[config.mk]
export PLATFORM = sky130hd
export DESIGN_NAME = meter_request_arbiter
export DESIGN_NICKNAME = d
export VERILOG_FILES = /design/src/rtl/meter_request_arbiter_pkg.sv /design/src/rtl/meter_request_arbiter_btn_debounce.sv /design/src/rtl/meter_request_arbiter.sv
export SDC_FILE = /design/constraint.sdc
export NUM_CORES = 1
export LEC_CHECK = 0
export CAP_MARGIN = 40
export CORE_MARGIN = 4
export CORE_UTILIZATION = 55
export CTS_BUF_LIST = sky130_fd_sc_hd__clkbuf_4 sky130_fd_sc_hd__clkbuf_8 sky130_fd_sc_hd__clkbuf_16
export CTS_CLUSTER_DIAMETER = 200
export DETAILED_ROUTE_END_ITERATION = 10
export PLACE_DENSITY = 0.7
export SLEW_MARGIN = 20
export SYNTH_ARGS = -nofsm -noshare
export SYNTH_HDL_FRONTEND = slang
export SYNTH_SLANG_ARGS = --single-unit
export TNS_END_PERCENT = 5
[constraint.sdc]
create_clock -name clk -period 8.2 [get_ports clk]
set_input_delay 1.23 -clock clk [delete_from_list [all_inputs] [get_ports clk]]
set_output_delay 1.23 -clock clk [all_outputs]
set_load 0.05 [all_outputs]
[src/rtl/meter_request_arbiter_pkg.sv]
// Shared types and constants for the parking-meter request front end.
// Command opcodes, request indices, default amounts and the round-robin helper.
package meter_request_arbiter_pkg;

  typedef enum logic {
    OP_ADD  = 1'b0,
    OP_LOAD = 1'b1
  } cmd_op_e;

  typedef enum logic {
    ST_IDLE,
    ST_OFFER
  } arb_state_e;

  localparam int NUM_REQ  = 6;
  localparam int IDX_ADD1 = 0;
  localparam int IDX_ADD2 = 1;
  localparam int IDX_ADD3 = 2;
  localparam int IDX_ADD4 = 3;
  localparam int IDX_RST1 = 4;
  localparam int IDX_RST2 = 5;

  localparam logic [13:0] AMT_ADD1_DEF = 14'd60;
  localparam logic [13:0] AMT_ADD2_DEF = 14'd120;
  localparam logic [13:0] AMT_ADD3_DEF = 14'd180;
  localparam logic [13:0] AMT_ADD4_DEF = 14'd300;
  localparam logic [13:0] LOAD1_DEF    = 14'd16;
  localparam logic [13:0] LOAD2_DEF    = 14'd150;

  localparam int MAX_SECONDS = 9999;

  // First requesting add button found when scanning upward from ptr, wrapping at 4.
  function automatic logic [1:0] rrPick(input logic [3:0] req, input logic [1:0] ptr);
    logic [1:0] idx;
    rrPick = ptr;
    for (int k = 3; k >= 0; k--) begin
      idx = ptr + 2'(k);
      if (req[idx]) rrPick = idx;
    end
  endfunction

endpackage

[src/rtl/meter_request_arbiter_btn_debounce.sv]
// Single-button conditioner: 2-FF synchroniser, stability counter and a
// one-cycle press pulse on each accepted rising level. Releases produce no pulse.
module btn_debounce #(
  parameter int DEB_CYCLES = 1_000_000
) (
  input  logic clk,
  input  logic rst,
  input  logic btn_i,
  output logic press_o
);

  localparam int CNT_W = (DEB_CYCLES > 1) ? $clog2(DEB_CYCLES + 1) : 1;
  localparam logic [CNT_W-1:0] DEB_LAST = CNT_W'(DEB_CYCLES - 1);

  logic             sync1_q;
  logic             sync2_q;
  logic             stable_q;
  logic             press_q;
  logic [CNT_W-1:0] cnt_q;

  // Counter only runs while the synchronised level disagrees with the accepted one.
  always_ff @(posedge clk or posedge rst) begin
    if (rst) begin
      sync1_q  <= 1'b0;
      sync2_q  <= 1'b0;
      stable_q <= 1'b0;
      press_q  <= 1'b0;
      cnt_q    <= '0;
    end else begin
      sync1_q <= btn_i;
      sync2_q <= sync1_q;
      press_q <= 1'b0;
      if (sync2_q == stable_q) begin
        cnt_q <= '0;
      end else if (cnt_q == DEB_LAST) begin
        stable_q <= sync2_q;
        press_q  <= sync2_q;
        cnt_q    <= '0;
      end else begin
        cnt_q <= cnt_q + CNT_W'(1);
      end
    end
  end

  assign press_o = press_q;

endmodule

[src/rtl/meter_request_arbiter.sv]
// Parking-meter front end: debounces six buttons, queues one request per button,
// arbitrates them onto a valid/ready command port and generates the 1 Hz tick and blink phase.
module meter_request_arbiter
  import meter_request_arbiter_pkg::*;
#(
  parameter int          DEB_CYCLES  = 1_000_000,
  parameter int          TICK_CYCLES = 100_000_000,
  parameter logic [13:0] AMT0        = AMT_ADD1_DEF,
  parameter logic [13:0] AMT1        = AMT_ADD2_DEF,
  parameter logic [13:0] AMT2        = AMT_ADD3_DEF,
  parameter logic [13:0] AMT3        = AMT_ADD4_DEF,
  parameter logic [13:0] LOAD1       = LOAD1_DEF,
  parameter logic [13:0] LOAD2       = LOAD2_DEF
) (
  input  logic        clk,
  input  logic        rst,
  input  logic [3:0]  add_btn,
  input  logic        rst1_btn,
  input  logic        rst2_btn,
  input  logic        cmd_ready,
  output logic        cmd_valid,
  output logic        cmd_op,
  output logic [13:0] cmd_amount,
  output logic        tick_1hz,
  output logic        blink_on,
  output logic        busy,
  output logic        drop
);

  localparam int TICK_W = (TICK_CYCLES > 1) ? $clog2(TICK_CYCLES) : 1;
  localparam logic [TICK_W-1:0] TICK_LAST = TICK_W'(TICK_CYCLES - 1);
  localparam logic [TICK_W-1:0] TICK_HALF = TICK_W'(TICK_CYCLES / 2);

  logic [NUM_REQ-1:0] rawBtn;
  logic [NUM_REQ-1:0] pressEv;

  assign rawBtn = {rst2_btn, rst1_btn, add_btn};

  for (genvar g = 0; g < NUM_REQ; g++) begin : g_deb
    btn_debounce #(
      .DEB_CYCLES(DEB_CYCLES)
    ) u_deb (
      .clk    (clk),
      .rst    (rst),
      .btn_i  (rawBtn[g]),
      .press_o(pressEv[g])
    );
  end

  arb_state_e         state_q;
  logic [NUM_REQ-1:0] pend_q, pend_d;
  logic [1:0]         rrPtr_q;
  logic [2:0]         grantIdx_q;
  cmd_op_e            op_q;
  logic [13:0]        amount_q;
  logic               valid_q;
  logic               busy_q;
  logic               drop_q;
  logic [TICK_W-1:0]  tickCnt_q, tickCnt_d;
  logic               tick_q;
  logic               blink_q;

  logic               accept;
  logic [NUM_REQ-1:0] clrMask;
  logic               dropNow;
  logic [1:0]         addPick;
  logic [2:0]         winIdx;
  cmd_op_e            winOp;
  logic [13:0]        winAmt;

  // A press landing on the same cycle its bit is cleared re-arms the bit instead of dropping.
  always_comb begin
    accept    = (state_q == ST_OFFER) && cmd_ready;
    clrMask   = accept ? (NUM_REQ'(1) << grantIdx_q) : '0;
    pend_d    = (pend_q & ~clrMask) | pressEv;
    dropNow   = |(pressEv & pend_q & ~clrMask);
    tickCnt_d = tickCnt_q + TICK_W'(1);
    if (accept && (op_q == OP_LOAD)) begin
      tickCnt_d = '0;
    end else if (tickCnt_q == TICK_LAST) begin
      tickCnt_d = '0;
    end
  end

  always_comb begin
    addPick = rrPick(pend_q[IDX_ADD4:IDX_ADD1], rrPtr_q);
    winIdx  = {1'b0, addPick};
    winOp   = OP_ADD;
    winAmt  = AMT0;
    if (pend_q[IDX_RST1]) begin
      winIdx = 3'(IDX_RST1);
      winOp  = OP_LOAD;
      winAmt = LOAD1;
    end else if (pend_q[IDX_RST2]) begin
      winIdx = 3'(IDX_RST2);
      winOp  = OP_LOAD;
      winAmt = LOAD2;
    end else begin
      case (addPick)
        2'd0:    winAmt = AMT0;
        2'd1:    winAmt = AMT1;
        2'd2:    winAmt = AMT2;
        default: winAmt = AMT3;
      endcase
    end
  end

  // Offer is latched in IDLE and held unchanged until the meter takes it.
  always_ff @(posedge clk or posedge rst) begin
    if (rst) begin
      state_q    <= ST_IDLE;
      pend_q     <= '0;
      rrPtr_q    <= '0;
      grantIdx_q <= '0;
      op_q       <= OP_ADD;
      amount_q   <= '0;
      valid_q    <= 1'b0;
      busy_q     <= 1'b0;
      drop_q     <= 1'b0;
      tickCnt_q  <= '0;
      tick_q     <= 1'b0;
      blink_q    <= 1'b0;
    end else begin
      pend_q    <= pend_d;
      drop_q    <= dropNow;
      tickCnt_q <= tickCnt_d;
      tick_q    <= (tickCnt_d == TICK_LAST);
      blink_q   <= (tickCnt_d < TICK_HALF);
      case (state_q)
        ST_IDLE: begin
          if (|pend_q) begin
            grantIdx_q <= winIdx;
            op_q       <= winOp;
            amount_q   <= winAmt;
            valid_q    <= 1'b1;
            busy_q     <= 1'b1;
            state_q    <= ST_OFFER;
          end
        end
        ST_OFFER: begin
          if (cmd_ready) begin
            valid_q <= 1'b0;
            busy_q  <= 1'b0;
            state_q <= ST_IDLE;
            if (op_q == OP_ADD) rrPtr_q <= grantIdx_q[1:0] + 2'd1;
          end
        end
        default: state_q <= ST_IDLE;
      endcase
    end
  end

  assign cmd_valid  = valid_q;
  assign cmd_op     = op_q;
  assign cmd_amount = amount_q;
  assign busy       = busy_q;
  assign drop       = drop_q;
  assign tick_1hz   = tick_q;
  assign blink_on   = blink_q;

endmodule
=== Word level (Yosys, flattened, before mapping) ===
Cells that the tools add are included.

* Add/sub/neg operators: 11
* Order comparisons: 5
* Equality and inequality tests: 18
* Shift operators: 1
* Mux-type cells: 52
* Bitwise operators: 13
* Reductions and logical operators: 14

{| class="wikitable"
|+ Operator list
! cell !! number
|-
| 2-to-1 mux 20 bit || 12
|-
| adder 20 x 1 -> 20 bit, second input constant || 6
|-
| equality test 20 bit, second input constant || 6
|-
| equality test 27 bit, second input constant || 2
|-
| 2-to-1 mux 27 bit || 2
|-
| adder 27 x 1 -> 27 bit, second input constant || 1
|-
| less-than comparator 27 x 26 -> 1 bit, second input constant || 1
|-
| one-hot mux 9 bit (3 select lines) || 1
|-
| 2-to-1 mux 1 bit || 22
|-
| bitwise AND 6 bit || 3
|-
| 2-to-1 mux 9 bit || 2
|-
| AND reduction 2 bit || 8
|-
| less-than comparator 2 x 3 -> 1 bit, second input constant || 4
|-
| OR reduction 6 bit || 2
|-
| binary-select mux 1 bit (select 2 bit) || 4
|-
| 2-to-1 mux 2 bit || 4
|-
| inverter 1 bit || 8
|-
| equality test 1 bit || 6
|-
| 2-to-1 mux 3 bit || 2
|-
| 2-to-1 mux 6 bit || 1
|-
| inverter 6 bit || 1
|-
| bitwise OR 6 bit || 1
|-
| << shifter 1 x 3 -> 6 bit, first input constant || 1
|-
| adder 2 x 1 -> 2 bit, second input constant || 2
|-
| 8 further kinds || 12
|}

* Register bits after elaboration: 202
* Output and inout port bits: 20
* Word-level logic and storage cells: 155

=== Depth between registers and ports, before layout ===
* Word-level depth: 11
* Gate-level depth with buffers: 10
* Mapped depth without buffers: 8

=== Cells and area by module ===
Synthesis repeated with hierarchy kept, for this count alone.

* Cell total of the unflattened synthesis: 967
* Area total of the unflattened synthesis: 10042.1 sq um

{| class="wikitable"
|+ Modules (own cells, without submodules)
! module !! times used !! cells an instance !! area an instance (sq um)
|-
| btn_debounce || 6 || 108 || 1188.6
|-
| meter_request_arbiter || 1 || 319 || 2910.3
|}

=== Least setup slack after synthesis ===
Ideal clock, no wire load.

* Path kind: in2reg
* Start: in cmd_ready
* End: reg tick_q, in the netlist tick_1hz
* Data arrival time: 2.116 ns
* Path slack: 6.017 ns
* Stages on the path: 6
* Path through: nand3_1 > o31ai_4 > inv_1 > o2111ai_1 > nor4_2 > and4_1

* Longest elaborated chain between the ends: 4

{| class="wikitable"
|+ Ends and longest elaborated chain
! element !! RTL line !! source
|-
| from (decl) || meter_request_arbiter.sv:20 || <nowiki>input logic cmd_ready,</nowiki>
|-
| logical AND 1 bit || meter_request_arbiter.sv:73 || <nowiki>accept = (state_q == ST_OFFER) && cmd_ready;</nowiki>
|-
| logical AND 1 bit || meter_request_arbiter.sv:78 || <nowiki>if (accept && (op_q == OP_LOAD)) begin</nowiki>
|-
| 2-to-1 mux 27 bit || meter_request_arbiter.sv:78 ||
|-
| equality test 27 bit || meter_request_arbiter.sv:127 || <nowiki>tick_q <= (tickCnt_d == TICK_LAST);</nowiki>
|-
| to (signal assigned) || meter_request_arbiter.sv:127 ||
|-
| to (decl) || meter_request_arbiter.sv:60 || <nowiki>logic tick_q;</nowiki>
|}

Every way passes these cells.
A chain may end at the register's enable or synchronous reset.

=== Worst setup path after layout ===
* Start: reg op_q, in the netlist cmd_op
* End: out cmd_op

{| class="wikitable"
|+ RTL lines
! element !! RTL line !! source
|-
| from (decl) || meter_request_arbiter.sv:54 || <nowiki>cmd_op_e op_q;</nowiki>
|-
| from (signal assigned) || meter_request_arbiter.sv:133 || <nowiki>op_q <= winOp;</nowiki>
|-
| to (decl) || meter_request_arbiter.sv:22 || <nowiki>output logic cmd_op,</nowiki>
|}

No word-level cell between the ends.

==> results.ini <==
[outcome]
status=complete, no violations

[sta]
setup_viol=0
worst_slew_pin_slew_ps=707
rsz0062_at_grt=no
fin_skew_ps=6.51
setup_tns_ps=0
fmax_mhz=341
drv_slew=0
slew_headroom_pct=52.9
whs_ps=349
min_period_over_period_pct=35.8
hold_violations=0
finalCriticalPeriod_ps=2940

[power]
pwr-share-clk_pct=44.0
power.density_mw_per_mm2=179
switchingPower_mw=0.424
pwr-share-seq_pct=53.0
power_mw=1.86
peakVddDrop_mv=0.141
pwr-share-comb_pct=3.0
leakagePower_nw=4.61
p_int_mw=1.43
swShare_pct=22.8

[worst_setup_path]
worstPathRequired_ps=6970
cp_num_buf_inv=1
regToRegSetupSlack_ps=5430
slowest_delay_ps=840
critPathCaptureType=output port
crit_family=buffers and inverters
path_cells=clkdlybuf4s50_1
reg2reg_depth=9
cp_num_cells=1
critical_path_class=reg2out
cp-start-kind=flop
reg2reg_to=tick_1hz
arrival_ps=1710
crit_end=cmd_op
crit_slowest_cell=clkdlybuf4s50_1
worstSetupStartpoint=cmd_op
timing.rr.start=tickCnt_q[0]
crit_fanout=4

[floorplan]
coreArea_mm2=0.0166
initial_core_util_pct=56.4
rows=47
die-area_mm2=0.0192
fp.dieH_um=139
io_pins=29
dieWidth_um=139

[place]
dpl.hpwl_mm=11.6
gp_congestion=0.817
portBuffers=22

[synth]
synth-seq-area-share_pct=52.3
muxShareOfSynthArea_pct=0.720
avgSynthCellArea_um2=10.0
synth_simple_gate_area_share_pct=25.4
synth_cells=937
synth_compound_area_share_pct=4.32
synth_adder_area_share_pct=1.47
synth_edf_count=0
synth_xor_area_share_pct=13.2
ys.flop_type=dfrtp_1
synth_seq_cells=196
synth-async-reset-ratio_pct=100
ys_types=60
synth_warnings=0
synth_area_mm2=0.00938
synth_top_family_by_area=simple AND/OR/NAND/NOR gates

[routing]
drt_iter0_markers=394
drc_errors=0
wire_per_inst_um=14.2
firstDrtPassIters=5
wl_mm=16.9
vias=6469
antenna_left=0
viasPerCell=5.44

[grt]
grt_usage_pct=18.5
grt_pass1_wl_mm=29.9
grt-ovfl-total=0
grt_pass1_vias=6291
grt_max_degree=122
antenna_found_initial=0

[finish]
diodes=0
drive_above_1_share_pct=5.98
syn_to_final_growth_pct=10.8
n_fill_cell=1324
fin_nets=977

[clocking]
clkLatencyLatePin_ps=440
cts-resized-gates=0
clk_path_buf_depth=2
path_clk_slew_ps=70
ctsHoldBuffers=0
clock-sinks=196
cts_root_buffer=clkbuf_16
htree_levels=4
cts_tree=yes
post_cts_buffers=0
cts_buffers=17

[worst_hold_path]
worstHoldPathType=reg2reg

[run]
max_cap_viol_count=0

## area by class of cell
type | instances | area (um^2) | area share (%)
Clock buffer | 20 | 460 | 4.43
Sequential cell | 196 | 4900 | 47.2
Clock inverter | 12 | 121 | 1.17
Tap cell | 220 | 275 | 2.65
Timing Repair Buffer | 27 | 295 | 2.84
Inverter | 21 | 86.3 | 0.830
Multi-Input combinational cell | 694 | 4250 | 40.9
## metal layers
metal	vias up	GRT usage [%]	share of wire [%]
met3	18	4.14	2.7
met2	78	28.6	46
met5	-	0	0
met4	0	4.58	1.1
met1	3152	27.0	50
li1	3221	-	-
## registers in the layout, summed over array words and instances (netlist names)
signal	count
cmd_amount	8
g_deb.u_deb.sync1_q	6
grantIdx_q	3
blink_on	1
g_deb.u_deb.cnt_q	120
tickCnt_q	27
cmd_op	1
drop	1
tick_1hz	1
state_q	1
g_deb.u_deb.stable_q	6
g_deb.u_deb.press_o	6
g_deb.u_deb.sync2_q	6
rrPtr_q	2
pend_q	6
busy	1
## Yosys cell counts (14+ instances only)
library cell    n  share of area [%]
dfrtp_1       196                 52
nor2_1        180                7.2
xor2_1         83                7.7
nand3_1        78                4.2
nand2_1        58                2.3
xnor2_1        58                5.4
and3_1         31                2.1
nand4_1        26                1.7
inv_1          21               0.84
nor3_1         16               0.85
nor4_1         15                1.0
clkbuf_1       14               0.56
## layout by cell type (no fill, tap or decap), drive strengths merged, types with 4 or more instances in the layout
master           n
a21oi           13
nand3           80
nand2b           8
clkbuf          21
clkinvlp         4
a21o             8
ha              11
xor2            83
inv             25
o21ai           10
buf              4
nor3            17
nand4           26
nor4            19
nand2           62
mux2             6
nand3b           4
dfrtp          196
o31ai            5
conb             6
and4b            4
clkdlybuf4s50   22
xnor2           58
nor3b            8
and3            31
nor4b            8
and4             8
nor2           181
and2             7
## cells by family (layout without fill, tap and decap cells)
family / count (synthesis) / after routing
adder cells (fa/ha/maj): 11 / 11
AO/OA/AOI/OAI: 59 / 59
AND/OR/NAND/NOR: 471 / 471
XOR/XNOR: 141 / 141
buffers and inverters: 52 / 80
other: 1 / 6
flip-flops: 196 / 196
multiplexers: 6 / 6
## power groups by stage
stage / Combinational, mW / Clock (mW) / Sequential, mW
6_report: 0.0550 / 0.818 / 0.985
5_1_grt: 0.0641 / 0.880 / 0.987
4_1_cts: 0.0556 / 0.834 / 0.985
3_5_place_dp: 0.0555 / 0 / 1.00
3_3_place_gp: 0.0531 / 0 / 1.00
2_1_floorplan: 0.0415 / 0 / 1.00
## how the worst min path moves through the flow
| stage | depth (start not counted) | endpoint | slack, ps | startpoint |
|---|---|---|---|---|
| 6_report | 0 | g_deb[1].u_deb.sync2_q | 350 | g_deb[1].u_deb.sync1_q |
| 5_1_grt | 0 | g_deb[2].u_deb.sync2_q | 360 | g_deb[2].u_deb.sync1_q |
| 4_1_cts | 0 | g_deb[1].u_deb.sync2_q | 350 | g_deb[1].u_deb.sync1_q |
| 3_5_place_dp | 0 | g_deb[1].u_deb.sync2_q | 330 | g_deb[1].u_deb.sync1_q |
| 3_3_place_gp | 0 | g_deb[1].u_deb.sync2_q | 330 | g_deb[1].u_deb.sync1_q |
| 2_1_floorplan | 0 | g_deb[0].u_deb.sync2_q | 330 | g_deb[0].u_deb.sync1_q |
## metrics by stage
step | cell area (um^2) | setup WS (ps) | cells | utilization (%)
2_1_floorplan | 9400 | 1630 | 942 | -
3_3_place_gp | 9750 | 4820 | 1155 | 58.6
3_5_place_dp | 9780 | 5030 | 1156 | 58.8
4_1_cts | 10400 | 5240 | 1188 | 62.3
5_1_grt | 10400 | 5180 | 1190 | 62.5
6_report | 10400 | 5260 | 1190 | 62.5
Power figures use the tool's default switching activity.
